$ cat src/rtl/axi_imem_read_slave.sv
// -----------------------------------------------------------------------------
// axi_imem_read_slave
//
// AXI4 read-channel responder for instruction fetch. It accepts one AR request
// at a time, reads a synchronous single-port instruction SRAM one 32-bit word
// per beat and returns R beats with OKAY / SLVERR / DECERR responses.
//
// Beat timing: AR (or R) handshake on edge N -> mem_ce registered high after
// edge N+1 -> SRAM data valid after edge N+2 -> R beat valid after edge N+3.
//
// Optional feature (compile-time macro AXI_IMEM_WRAP_BURST_EN):
//   defined     : WRAP bursts wrap on a 4*(len+1)-byte boundary. ARLEN must be
//                 1, 3, 7 or 15, otherwise every beat returns SLVERR.
//   not defined : WRAP bursts are treated exactly like INCR, with no error.
//
// Ports:
//   clk        clock, all logic on the rising edge
//   rst        asynchronous active-low reset
//   ARID..     AR channel (ARID, ARADDR, ARLEN, ARSIZE, ARBURST, ARVALID/ARREADY)
//   RID..      R channel  (RID, RDATA, RRESP, RLAST, RVALID/RREADY)
//   mem_ce     SRAM read enable (one cycle per issued read)
//   mem_addr   SRAM word address
//   mem_rdata  SRAM read data, valid the cycle after mem_ce
// -----------------------------------------------------------------------------
module axi_imem_read_slave #(
    parameter int                ID_W      = 4,
    parameter int                ADDR_W    = 32,
    parameter int                DEPTH_W   = 14,
    parameter logic [ADDR_W-1:0] BASE_ADDR = 32'h0000_0000
) (
    input  logic               clk,
    input  logic               rst,

    input  logic [ID_W-1:0]    ARID,
    input  logic [ADDR_W-1:0]  ARADDR,
    input  logic [3:0]         ARLEN,
    input  logic [2:0]         ARSIZE,
    input  logic [1:0]         ARBURST,
    input  logic               ARVALID,
    output logic               ARREADY,

    output logic [ID_W-1:0]    RID,
    output logic [31:0]        RDATA,
    output logic [1:0]         RRESP,
    output logic               RLAST,
    output logic               RVALID,
    input  logic               RREADY,

    output logic               mem_ce,
    output logic [DEPTH_W-1:0] mem_addr,
    input  logic [31:0]        mem_rdata
);

    // -------------------------------------------------------------------------
    // Constants and types
    // -------------------------------------------------------------------------
    localparam logic [1:0] RESP_OKAY   = 2'b00;
    localparam logic [1:0] RESP_SLVERR = 2'b10;
    localparam logic [1:0] RESP_DECERR = 2'b11;

    localparam logic [1:0] BURST_FIXED = 2'b00;
    localparam logic [1:0] BURST_INCR  = 2'b01;
    localparam logic [1:0] BURST_WRAP  = 2'b10;
    localparam logic [1:0] BURST_RSVD  = 2'b11;

    // Size of the SRAM window in bytes, one bit wider than an address so the
    // limit itself is representable.
    localparam logic [ADDR_W:0] SPAN = {{ADDR_W{1'b0}}, 1'b1} << (DEPTH_W + 2);

    typedef enum logic [1:0] {
        S_IDLE,
        S_MEM,
        S_WAIT,
        S_RESP
    } state_t;

    // -------------------------------------------------------------------------
    // State
    // -------------------------------------------------------------------------
    state_t             state_q;
    state_t             state_d;
    logic               rst_done_q;

    logic [ID_W-1:0]    id_q;
    logic [ADDR_W-1:0]  addr_q;
    logic [3:0]         len_q;
    logic [1:0]         burst_q;
    logic [3:0]         beat_cnt_q;
    logic               err_q;        // whole burst answers SLVERR

    logic               rd_issued_q;  // current beat actually read the SRAM
    logic               dec_err_q;    // current beat fell outside the window
    logic               wait_phase_q; // second cycle of WAIT: SRAM data valid

    // -------------------------------------------------------------------------
    // Combinational decode
    // -------------------------------------------------------------------------
    logic               ar_fire;
    logic               r_fire;
    logic               ar_err;
    logic [ADDR_W:0]    offset;
    logic               in_range;
    logic               issue;
    logic [ADDR_W-1:0]  next_addr;

    assign ar_fire = ARVALID & ARREADY;
    assign r_fire  = RVALID & RREADY;

    // Extending by one bit makes an address below BASE_ADDR wrap to a value
    // with the top bit set, so a single compare covers both window bounds.
    assign offset   = {1'b0, addr_q} - {1'b0, BASE_ADDR};
    assign in_range = (offset < SPAN);
    assign issue    = in_range & ~err_q;

    // Request-level error: only 32-bit beats and non-reserved bursts are legal.
`ifdef AXI_IMEM_WRAP_BURST_EN
    logic wrap_len_ok;
    assign wrap_len_ok = (ARLEN == 4'd1) || (ARLEN == 4'd3) ||
                         (ARLEN == 4'd7) || (ARLEN == 4'd15);
    assign ar_err = (ARSIZE != 3'b010) || (ARBURST == BURST_RSVD) ||
                    ((ARBURST == BURST_WRAP) && !wrap_len_ok);
`else
    assign ar_err = (ARSIZE != 3'b010) || (ARBURST == BURST_RSVD);
`endif

`ifdef AXI_IMEM_WRAP_BURST_EN
    // Wrap boundary mask: 4*(len+1)-1, i.e. the byte span of the burst minus 1.
    logic [ADDR_W-1:0] wrap_mask;
    logic [ADDR_W-1:0] addr_plus4;
    assign wrap_mask  = ((ADDR_W'(len_q) + ADDR_W'(1)) << 2) - ADDR_W'(1);
    assign addr_plus4 = addr_q + ADDR_W'(4);
`endif

    // Address of the following beat.
    always_comb begin
        // NOTE: every signal written in an always_comb gets a default first,
        // so no path through the case leaves it unassigned (no latch).
        next_addr = addr_q;
        case (burst_q)
            BURST_FIXED: next_addr = addr_q;
            BURST_INCR:  next_addr = addr_q + ADDR_W'(4);
`ifdef AXI_IMEM_WRAP_BURST_EN
            BURST_WRAP:  next_addr = (addr_q & ~wrap_mask) | (addr_plus4 & wrap_mask);
`else
            BURST_WRAP:  next_addr = addr_q + ADDR_W'(4);
`endif
            default:     next_addr = addr_q;
        endcase
    end

    // -------------------------------------------------------------------------
    // FSM: state register
    // -------------------------------------------------------------------------
    always_ff @(posedge clk or negedge rst) begin
        if (!rst) begin
            state_q <= S_IDLE;
        end else begin
            state_q <= state_d;
        end
    end

    // -------------------------------------------------------------------------
    // FSM: next-state logic
    // -------------------------------------------------------------------------
    always_comb begin
        state_d = state_q;
        case (state_q)
            S_IDLE: if (ar_fire)      state_d = S_MEM;
            S_MEM:                    state_d = S_WAIT;
            // WAIT spans two cycles: SRAM access, then data capture.
            S_WAIT: if (wait_phase_q) state_d = S_RESP;
            S_RESP: if (r_fire)       state_d = RLAST ? S_IDLE : S_MEM;
            default:                  state_d = S_IDLE;
        endcase
    end

    // -------------------------------------------------------------------------
    // FSM: outputs
    // -------------------------------------------------------------------------
    // The first edge after reset release only arms rst_done, so no request can
    // be accepted on that edge.
    always_comb begin
        ARREADY = (state_q == S_IDLE) && rst_done_q;
    end

    // -------------------------------------------------------------------------
    // Datapath and registered outputs
    // -------------------------------------------------------------------------
    // NOTE: sequential state uses non-blocking assignments only, so every
    // register samples the pre-edge value of every other register.
    always_ff @(posedge clk or negedge rst) begin
        if (!rst) begin
            // NOTE: every register, outputs included, is cleared by the async
            // reset; this is what drops RVALID at once when a burst is aborted.
            rst_done_q   <= 1'b0;
            id_q         <= '0;
            addr_q       <= '0;
            len_q        <= '0;
            burst_q      <= '0;
            beat_cnt_q   <= '0;
            err_q        <= 1'b0;
            rd_issued_q  <= 1'b0;
            dec_err_q    <= 1'b0;
            wait_phase_q <= 1'b0;
            mem_ce       <= 1'b0;
            mem_addr     <= '0;
            RID          <= '0;
            RDATA        <= '0;
            RRESP        <= RESP_OKAY;
            RLAST        <= 1'b0;
            RVALID       <= 1'b0;
        end else begin
            rst_done_q <= 1'b1;
            mem_ce     <= 1'b0;   // single-cycle strobe

            case (state_q)
                S_IDLE: begin
                    if (ar_fire) begin
                        id_q       <= ARID;
                        addr_q     <= ARADDR;
                        len_q      <= ARLEN;
                        burst_q    <= ARBURST;
                        beat_cnt_q <= '0;
                        err_q      <= ar_err;
                    end
                end

                S_MEM: begin
                    rd_issued_q  <= issue;
                    dec_err_q    <= ~in_range;
                    wait_phase_q <= 1'b0;
                    if (issue) begin
                        mem_ce   <= 1'b1;
                        // Byte offset to word index; ARADDR[1:0] is dropped.
                        mem_addr <= offset[DEPTH_W+1:2];
                    end
                end

                S_WAIT: begin
                    if (!wait_phase_q) begin
                        wait_phase_q <= 1'b1;
                    end else begin
                        wait_phase_q <= 1'b0;
                        RDATA        <= rd_issued_q ? mem_rdata : 32'h0;
                        RRESP        <= err_q     ? RESP_SLVERR :
                                        dec_err_q ? RESP_DECERR : RESP_OKAY;
                        RLAST        <= (beat_cnt_q == len_q);
                        RID          <= id_q;
                        RVALID       <= 1'b1;
                    end
                end

                S_RESP: begin
                    // R payload is held untouched until the handshake.
                    if (r_fire) begin
                        RVALID <= 1'b0;
                        if (!RLAST) begin
                            beat_cnt_q <= beat_cnt_q + 4'd1;
                            addr_q     <= next_addr;
                        end
                    end
                end

                default: ;
            endcase
        end
    end

endmodule

$ cat config.mk
export PLATFORM = sky130hd
export DESIGN_NAME = axi_imem_read_slave
export DESIGN_NICKNAME = d
export VERILOG_FILES = /design/src/rtl/axi_imem_read_slave.sv
export SDC_FILE = /design/constraint.sdc
export NUM_CORES = 1
export LEC_CHECK = 0
export CAP_MARGIN = 15
export CORE_ASPECT_RATIO = 1.1
export CORE_MARGIN = 2
export CORE_UTILIZATION = 35
export DETAILED_ROUTE_END_ITERATION = 8
export GPL_TIMING_DRIVEN = 1
export PLACE_DENSITY = 0.6
export SLEW_MARGIN = 20
export SYNTH_ARGS = -nofsm -noshare
export SYNTH_HDL_FRONTEND = slang
export SYNTH_SLANG_ARGS = --single-unit
$ cat constraint.sdc
create_clock -name clk -period 2.2 [get_ports clk]
set_input_delay 0.33 -clock clk [delete_from_list [all_inputs] [get_ports clk]]
set_output_delay 0.33 -clock clk [all_outputs]
set_load 0.005 [all_outputs]
==> out/metrics.cfg, run 1 <==
[outcome]
outcome = complete, but fails checks
violations = negative setup slack

[floorplanning]
die_area_sq_um = 15700
die_x_um = 120
rows = 46
initial_core_util_pct = 35.7
coreArea_sq_um = 14400
ios = 137
die_y_um = 131

[timing]
rsz0062_at_grt = yes
tightestPinTransition_ns = 0.609
clock.fmax_ghz = 0.445
post-route-period-util_pct = 102
finalSetupTns_ns = -0.538
worst_clock_skew_ns = 0.00726
relSlewSlack_pct = 59.4
finalMaxSlewViolations = 0
setup_viol = 14
finalHoldViolations = 0
fin_ws_ns = -0.0458
fin_crit_ns = 2.25

[critical_path]
startpoint = state_q[1]
reg2regPathDepth = 8
path_depth = 8
start_kind = flip-flop
crit_family = simple AND/OR/NAND/NOR gates
cp-end-kind = flip-flop
worstPathMaxFanout = 7
cp_slowest_cell = or4b_4
critPathBufInv = 2
path_cells = inv_2 -> ha_4 -> or4b_4 -> nor3_4 -> and3_4 -> and2b_2 -> buf_8 -> mux2_4
slowest_delay_ns = 0.46
reg2reg_from = state_q[1]
cp_data_required_time_ns = 2.44
critical_path_class = reg2reg
worstPathArrival_ns = 2.48

[clocking]
clk_path_buf_depth = 2
htree_levels = 3
clk_latency_ns = 0.35
cts_tree = done
root_buffer = clkbuf_16
cts_sinks = 106
numCtsBuffers = 9
clk_pin_slew_ns = 0.07

[detailed_routing]
drt_iter0_markers = 276
wl_mm = 14.1
dr_total_vias = 4519
route.detailed.drc = 0
ant_nets = 0
wl_per_cell_um = 15.9
dr.pass1.iters = 5
vias_per_cell = 5.11

[cells_and_area]
drive_gt1_share_pct = 14.7
fin_util_pct = 51.2
antenna_cells = 0
area_delta_synth_final_pct = 43.5
finish.net_count = 775
stdcell_count = 884

[yosys]
yosys.area.top_type_share_pct = 51.6
async_flop_share_pct = 100
synth.net_count = 619
synth_cell_types = 56
syn_area_sq_um = 5140
syn_avg_cell_area_sq_um = 9.68
synth_flop_cell = dfrtp_1
yosysMostFrequentCell = nand2_1
synth_commonest_cells = nand2_1, dfrtp_1, nand3_1, nor2_1, clkbuf_1
ys_seq_elements = 106
ys_warn_count = 0
synthCells = 531
synthTopCellsByArea = dfrtp_1, nand2_1, nand3_1
synth_edf_count = 0
synth.largest_area_cell = dfrtp_1
ys_seq_area_share_pct = 51.6

[grt]
gr-total-overflow = 0
grt_usage_pct = 18.8
grt_max_degree = 46
grt_pass1_wl_mm = 23.1
grt_antenna_before_repair = 0
grt_pass1_vias = 4475

[placement]
dpl.cell_count = 863
post-dp-hpwl_mm = 10.0
io_buffers = 134
place.gp.congestion = 0.877

[pwr]
cellLeakagePower_nw = 3.27
p_per_area_nw_per_um2 = 1150
p_total_mw = 8.49
vdd_drop_max_v = 0.000435

[min_path]
min-delay-start = RDATA[4]
worstHoldPathType = reg2reg
holdPathStages = 2

[job]
max_cap_viol_count = 0

==> worst min-delay path, cell delays in order, from the launching register on <==
cell	delay (ns)
dfrtp_1	0.34
nand2_1	0.05
nand2_1	0.05
==> repair_timing <==
item,4_1_cts,5_1_grt
hold endpoints to repair,3,0
pin swaps,1,1
cloned,1,0
setup endpoints to repair,16,24
setup buffers,5,0
resized for setup,13,12
hold buffers,1,0
==> per-stage QoR <==
stage	hold WS [ns]	area, sq um	setup slack (ns)
detailed placement	0.382	6900	-0.0583
global route	0.485	7370	-0.0983
CTS	0.469	7380	-0.0428
floorplan	0.0344	5140	0.0159
global placement	0.372	6900	0.0107
finish	0.463	7370	-0.0458
==> state kept, by name, indices dropped and copies added, names as in the netlist, 2 cells and up <==
name        flops
RDATA          32
addr_q         30
mem_addr       14
RID             4
beat_cnt_q      4
id_q            4
len_q           4
RRESP           2
burst_q         2
state_q         2
==> per-layer routing <==
layer | vias to the layer above | track usage [%] | share of wire [%]
li1 | 2185 | - | -
met1 | 2166 | 25.2 | 46
met3 | 18 | 4.15 | 5.8
met2 | 150 | 30.3 | 47
met5 | - | 0 | 0
met4 | 0 | 6.37 | 1.5
==> cells by family after synthesis <==
kind of cell    count (synthesis)  share of synthesized area [%]
compound gates                 86                           10.8
simple gates                  246                           22.4
mux                            37                           8.60
other cells                     1                         0.0730
xor+xnor                        8                           1.36
flops                         106                           51.6
buf+inv                        40                           3.46
fa+ha+maj                       7                           1.70
==> power by group <==
part | leakage (nW) | internal [mW] | switching (mW) | total [mW]
Sequential | 1.35 | 2.68 | 0.655 | 3.34
Combinational | 1.75 | 1.78 | 1.50 | 3.28
Clock | 0.173 | 1.15 | 0.725 | 1.87
==> layout make-up <==
class                      count  area, sq um
fill                        1351         7020
sequential                   106         2650
multi-input combinational    385         2380
timing repair buffer         176         1710
tap                          192          240
clock buffer                  10          239
clock inverter                 6          113
inverter                       9         33.8
==> placed cells by master (no fill, tap or decap), drive strengths merged, types with 3 or more instances in the layout <==
cell	count
nand3	50
xnor2	5
a21oi	21
clkdlybuf4s50	132
mux2	27
ha	7
clkbuf	10
and4b	3
a22oi	5
nor4	3
and2	3
inv	10
mux2i	10
o22ai	16
nand2	122
o21ai	18
o31ai	3
a31oi	3
nor3	8
buf	42
dfrtp	106
and4	5
and3	4
bufinv	3
nor2	25
xor2	3
a211oi	3
nand4	11
==> final timing paths <==
path                           endpoint  slack, ns
max in group asynchronous      len_q[1]       1.01
setup / recovery           mem_addr[12]      -0.05
hold reg to reg                RDATA[4]       0.46
setup reg to reg           mem_addr[12]      -0.05
min in group asynchronous     RDATA[27]       0.53
hold / removal                 RDATA[4]       0.46
(Power assumes the default switching activity.)
==> run 2, diff against run 1 <==
Settings changed: CORE_MARGIN 2 to 3, CORE_UTILIZATION 35 to 40, PLACE_DENSITY 0.6 to 0.68.
==> run 2 against run 1 <==
Effect of this change: cell area down 0.49%; clock-buffer cell count unchanged; cell count down 3.4%; critical path depth unchanged; largest cell class unchanged; the flow still finishes with violations (negative setup slack).
==> out/metrics.cfg, run 2 (synthesis results as in run 1) <==
[outcome]
outcome = complete, but fails checks  ; unchanged
violations = negative setup slack  ; unchanged

[min_path]
holdPathStages = 2  ; unchanged
worstHoldPathType = reg2reg  ; unchanged

[clocking]
numCtsBuffers = 9  ; unchanged
clk_pin_slew_ns = 0.07  ; about the same
clk_path_buf_depth = 2  ; unchanged
htree_levels = 3  ; unchanged
root_buffer = clkbuf_16  ; unchanged
cts_sinks = 106  ; unchanged
cts_tree = done  ; unchanged
clk_latency_ns = 0.34  ; was 0.35 ns

[timing]
tightestPinTransition_ns = 0.556  ; was 0.609 ns
finalHoldViolations = 0  ; unchanged
relSlewSlack_pct = 62.7  ; was 59.4%
setup_viol = 7  ; was 14
rsz0062_at_grt = yes  ; unchanged
whs_ns = 0.463  ; about the same
fin_crit_ns = 2.21  ; was 2.25 ns
post-route-period-util_pct = 101  ; was 102%
worst_clock_skew_ns = 0.00619  ; was 0.00726 ns
finalSetupTns_ns = -0.0769  ; was -0.538 ns
finalMaxSlewViolations = 0  ; unchanged
fin_ws_ns = -0.0126  ; was -0.0458 ns
clock.fmax_ghz = 0.452  ; was 0.445 GHz

[floorplanning]
coreArea_sq_um = 12300  ; was 14400 sq um
die_x_um = 114  ; was 120 um
die_area_sq_um = 14200  ; was 15700 sq um
die_y_um = 125  ; was 131 um
rows = 42  ; was 46
initial_core_util_pct = 41.8  ; was 35.7%
ios = 137  ; unchanged

[cells_and_area]
antenna_cells = 0  ; unchanged
top_register = RDATA  ; unchanged
layout_common_cells = clkdlybuf4s50_1, nand2_1, dfrtp_1  ; unchanged
fin_area_sq_um = 7330  ; was 7370 sq um
drive_gt1_share_pct = 16.0  ; was 14.7%
largest_registers = RDATA: 32 flops, addr_q: 30 flops, mem_addr: 14 flops  ; unchanged
stdcell_count = 854  ; was 884
largest_reg_flops = 32  ; unchanged
finish.net_count = 783  ; was 775
area_delta_synth_final_pct = 42.8  ; was 43.5%
layout_commonest_cell = clkdlybuf4s50_1  ; unchanged
fillerInstances = 1062  ; was 1351

[pwr]
cellLeakagePower_nw = 3.26  ; was 3.27 nW
p_total_mw = 8.14  ; was 8.49 mW
netSwitchingFraction_pct = 35.7  ; was 33.9%
vdd_drop_max_v = 0.000598  ; was 0.000435 V
p_per_area_nw_per_um2 = 1110  ; was 1150 nW/um^2
clock_power_share_pct = 18.2  ; was 22.1%
p_seq_share_pct = 41.6  ; was 39.3%
p_comb_share_pct = 40.2  ; was 38.6%
internal_power_mw = 5.23  ; was 5.61 mW
switchingPower_mw = 2.91  ; was 2.88 mW

[detailed_routing]
ant_nets = 0  ; unchanged
vias_per_cell = 5.39  ; was 5.11
wl_per_cell_um = 16.3  ; was 15.9 um
drt_iter0_markers = 314  ; was 276
route.detailed.drc = 0  ; unchanged
wl_mm = 13.9  ; was 14.1 mm
dr.pass1.iters = 5  ; unchanged
dr_total_vias = 4606  ; was 4519

[placement]
dpl.cell_count = 824  ; was 863
post-dp-hpwl_mm = 10.1  ; was 10.0 mm
place.gp.congestion = 0.901  ; was 0.877
io_buffers = 134  ; unchanged
place_area_sq_um = 6820  ; was 6900 sq um

[critical_path]
start_kind = flip-flop  ; unchanged
cp_data_required_time_ns = 2.43  ; was 2.44 ns
critical_path_class = reg2reg  ; unchanged
reg2regPathDepth = 8  ; unchanged
slowest_delay_ns = 0.47  ; was 0.46 ns
worstPathMaxFanout = 7  ; unchanged
path_cells = inv_2 -> ha_4 -> or4b_4 -> nor3_4 -> and3_4 -> and2b_2 -> clkbuf_16 -> mux2_4  ; was inv_2 -> ha_4 -> or4b_4 -> nor3_4 -> and3_4 -> and2b_2 -> buf_8 -> mux2_4
crit_family = simple AND/OR/NAND/NOR gates  ; unchanged
cp_slowest_cell = or4b_4  ; unchanged
path_depth = 8  ; unchanged
worstPathArrival_ns = 2.44  ; was 2.48 ns
cp-end-kind = flip-flop  ; unchanged
critPathBufInv = 2  ; unchanged

[grt]
grt_max_degree = 41  ; was 46
grt_pass1_wl_mm = 22.8  ; was 23.1 mm
grt_usage_pct = 19.7  ; was 18.8%
gr-total-overflow = 0  ; unchanged
grt_antenna_before_repair = 0  ; unchanged
grt_pass1_vias = 4574  ; was 4475

[job]
max_cap_viol_count = 0  ; unchanged

-- run 2: changes by cell type in the layout (fill, tap and decap cells not counted), moves of 2 or more --
cell,before,now
bufinv_16,3,0
buf_8,2,0
ha_4,3,1
buf_6,0,2
clkinvlp_4,0,2
buf_4,37,44
-- run 2: cell type report --
| class | count | area (sq um) | area share (%) |
|---|---|---|---|
| Clock buffer | 10 | 229 | 3.12 |
| Tap cell | 154 | 193 | 2.63 |
| Inverter | 9 | 33.8 | 0.461 |
| Clock inverter | 6 | 42.5 | 0.580 |
| Multi-Input combinational cell | 385 | 2410 | 32.8 |
| Timing Repair Buffer | 184 | 1780 | 24.2 |
| Sequential cell | 106 | 2650 | 36.2 |
-- run 2: power by group through the flow --
stage	Combinational [mW]	Clock [mW]	Sequential, mW
final	3.27	1.48	3.39
after global routing	3.62	1.60	3.52
after CTS	3.19	1.52	3.37
after detailed placement	3.10	0	3.39
after global placement	3.01	0	3.35
after floorplan	1.63	0	3.25
-- run 2: worst paths after layout --
| check | start | end | slack (ns) |
|---|---|---|---|
| setup / recovery | state_q[1] | mem_addr[9] | -0.01 |
| hold / removal | id_q[0] | RID[0] | 0.46 |
| setup reg to reg | state_q[1] | mem_addr[9] | -0.01 |
| hold reg to reg | id_q[0] | RID[0] | 0.46 |
| max in group asynchronous | rst | id_q[1] | 1.00 |
| min in group asynchronous | rst | RDATA[0] | 0.47 |
-- run 2: what timing repair did --
action,4_1_cts,5_1_grt
buffers inserted,10,4
setup endpoints to repair,14,48
pin swaps,2,5
cloned,1,0
endpoints found under the hold margin,29,0
hold buffers,1,0
resized for setup,15,17
-- run 2: worst min-delay path, stage by stage (launching register included) --
cell and delay, ns:
dfrtp_1 0.34, nand2_1 0.05, nand2_1 0.05
-- run 2: through the flow --
stage               utilization (%)  worst slack, ns
global placement               55.5           0.0185
finish                         59.6          -0.0126
global route                   59.6          -0.0963
CTS                            59.0          -0.0826
floorplan                         -           0.0159
detailed placement             55.5          -0.0754
-- run 2: routing by layer --
metal | up-vias | part of all wire [%] | wire (um) | track usage, %
met4 | 0 | 2.2 | 302 | 7.20
met3 | 23 | 6.2 | 862 | 3.55
met2 | 166 | 48 | 6610 | 31.5
met1 | 2209 | 44 | 6110 | 26.7
li1 | 2208 | - | - | -
met5 | - | 0 | 0 | 0
==> run 3, diff against run 2 <==
Settings changed: SETUP_SLACK_MARGIN from default to 0.2.
==> run 3 against run 2 <==
Effect of this change: the run still ends with negative setup slack left; clock-buffer cell count fell by 1; worst setup slack lost 0.020 ns; first-iteration DRC count increased by 16%; worst hold slack got worse by 0.079 ns; register-to-register slack got worse by 0.02 ns; critical path type unchanged; critical endpoint is now mem_addr[1]; largest cell class unchanged.
==> out/metrics.cfg, run 3 (synthesis results as in run 1) <==
[placement]
place.gp.congestion = 0.838  ; was 0.901
dp_slack_ns = -0.0459  ; was -0.0754 ns
io_buffers = 134  ; unchanged
dpl.cell_count = 822  ; was 824
post-dp-hpwl_mm = 9.94  ; was 10.1 mm

[timing]
finalSetupTns_ns = -0.239  ; was -0.0769 ns
worst_clock_skew_ns = 0.00881  ; was 0.00619 ns
post-route-period-util_pct = 101  ; about the same
finalHoldViolations = 0  ; unchanged
setup_viol = 10  ; was 7
rsz0062_at_grt = yes  ; unchanged
fin_crit_ns = 2.23  ; was 2.21 ns
clock.fmax_ghz = 0.448  ; was 0.452 GHz
finalMaxSlewViolations = 0  ; unchanged
fin_ws_ns = -0.0324  ; was -0.0126 ns
relSlewSlack_pct = 31.8  ; was 62.7%
tightestPinTransition_ns = 1.02  ; was 0.556 ns

[cells_and_area]
stdcell_count = 859  ; was 854
layout_common_cells = clkdlybuf4s50_1, nand2_1, dfrtp_1  ; unchanged
antenna_cells = 0  ; unchanged
layout_commonest_cell = clkdlybuf4s50_1  ; unchanged
largest_registers = RDATA: 32 flops, addr_q: 30 flops, mem_addr: 14 flops  ; unchanged
largest_reg_flops = 32  ; unchanged
drive_gt1_share_pct = 18.3  ; was 16.0%
regArea_sq_um = 2650  ; about the same
finish.net_count = 788  ; was 783
fillerInstances = 1035  ; was 1062
fin_util_pct = 60.8  ; was 59.6%
multi_input_area_sq_um = 2440  ; was 2410 sq um
area_delta_synth_final_pct = 45.5  ; was 42.8%
top_register = RDATA  ; unchanged

[grt]
grt_pass1_wl_mm = 22.2  ; was 22.8 mm
grt_antenna_before_repair = 0  ; unchanged
grt_max_degree = 47  ; was 41
grt_usage_pct = 19.0  ; was 19.7%
gr-total-overflow = 0  ; unchanged
grt_pass1_vias = 4429  ; was 4574

[critical_path]
reg2reg_from = state_q[0]  ; was state_q[1]
path_cells = ha_4 -> or4b_4 -> nor3_4 -> and3_4 -> and2b_2 -> buf_12 -> mux2_2  ; was inv_2 -> ha_4 -> or4b_4 -> nor3_4 -> and3_4 -> and2b_2 -> clkbuf_16 -> mux2_4
worstPathArrival_ns = 2.46  ; was 2.44 ns
r2r_slack_ns = -0.03  ; was -0.01 ns
critPathBufInv = 1  ; was 2
crit_family = simple AND/OR/NAND/NOR gates  ; unchanged
cp-end-kind = flip-flop  ; unchanged
reg2reg_to = mem_addr[1]  ; was mem_addr[9]
cp_slowest_cell = or4b_4  ; unchanged
reg2regPathDepth = 7  ; was 8
cp_data_required_time_ns = 2.43  ; about the same
worstPathMaxFanout = 7  ; unchanged
critical_path_class = reg2reg  ; unchanged
slowest_delay_ns = 0.47  ; about the same
start_kind = flip-flop  ; unchanged

[floorplanning]
die_y_um = 125  ; unchanged
initial_core_util_pct = 41.8  ; unchanged
die_x_um = 114  ; unchanged
die_area_sq_um = 14200  ; unchanged
ios = 137  ; unchanged
coreArea_sq_um = 12300  ; unchanged
rows = 42  ; unchanged

[detailed_routing]
wl_mm = 14.0  ; was 13.9 mm
dr_total_vias = 4617  ; was 4606
wl_per_cell_um = 16.3  ; about the same
ant_nets = 0  ; unchanged
dr.pass1.iters = 5  ; unchanged
route.detailed.drc = 0  ; unchanged
drt_iter0_markers = 365  ; was 314
vias_per_cell = 5.37  ; was 5.39

[pwr]
cellLeakagePower_nw = 3.31  ; was 3.26 nW
vdd_drop_max_v = 0.000507  ; was 0.000598 V
p_per_area_nw_per_um2 = 1130  ; was 1110 nW/um^2
p_total_mw = 8.47  ; was 8.14 mW

[job]
max_cap_viol_count = 0  ; unchanged

[clocking]
numCtsBuffers = 9  ; unchanged
htree_levels = 3  ; unchanged
clk_latency_ns = 0.34  ; about the same
clk_path_buf_depth = 2  ; unchanged
clk_pin_slew_ns = 0.08  ; was 0.07 ns
cts_sinks = 106  ; unchanged
root_buffer = clkbuf_16  ; unchanged
cts_tree = done  ; unchanged

[outcome]
violations = negative setup slack  ; unchanged
outcome = complete, but fails checks  ; unchanged

[min_path]
worstHoldPathType = in2async  ; was reg2reg

## run 3: power by group
| group | total [mW] | switching (mW) | internal, mW |
|---|---|---|---|
| registers | 3.38 | 0.698 | 2.68 |
| logic | 3.46 | 1.55 | 1.91 |
| clock network | 1.62 | 0.731 | 0.891 |
| total | 8.47 | 2.98 | 5.49 |
## run 3: timing repair
action | 4_1_cts | 5_1_grt
pin swaps | 2 | 10
hold buffers | 1 | 0
gates cloned | 1 | 2
buffers inserted | 6 | 11
endpoints found under the setup margin | 42 | 42
resized for setup | 10 | 41
endpoints found under the hold margin | 13 | 0
## run 3: how the worst max path moves through the flow
| stage | start | end | slack, ns | depth (start not counted) |
|---|---|---|---|---|
| after floorplan | state_q[1] | mem_addr[10] | 0.07 | 9 |
| after global placement | RREADY | addr_q[24] | 0.03 | 7 |
| after detailed placement | state_q[0] | mem_addr[1] | -0.05 | 7 |
| after CTS | state_q[1] | mem_addr[1] | -0.04 | 8 |
| after global routing | state_q[0] | mem_addr[13] | -0.1 | 7 |
| final | state_q[0] | mem_addr[1] | -0.03 | 7 |
## run 3: cell type report
cell class / instances / share of cell area (%)
Inverter: 9 / 0.502
Tap cell: 154 / 2.58
Multi-Input combinational cell: 385 / 32.6
Sequential cell: 106 / 35.5
Clock buffer: 9 / 3.01
Clock inverter: 7 / 1.02
Timing Repair Buffer: 189 / 24.8
## run 3: per-layer routing
metal	vias to the layer above	global-route usage, %	share of wire (%)
li1	2221	-	-
met1	2211	26.6	43
met2	171	30.0	48
met3	14	3.16	6.7
met4	0	6.36	1.7
met5	-	0	0
## run 3: through the flow
| stage | instance area (sq um) | hold slack, ns |
|---|---|---|
| 5_1_grt | 7470 | 0.394 |
| 3_3_place_gp | 6840 | 0.203 |
| 4_1_cts | 7230 | 0.384 |
| 2_1_floorplan | 5150 | 0.0344 |
| 3_5_place_dp | 6840 | 0.205 |
| 6_report | 7470 | 0.383 |
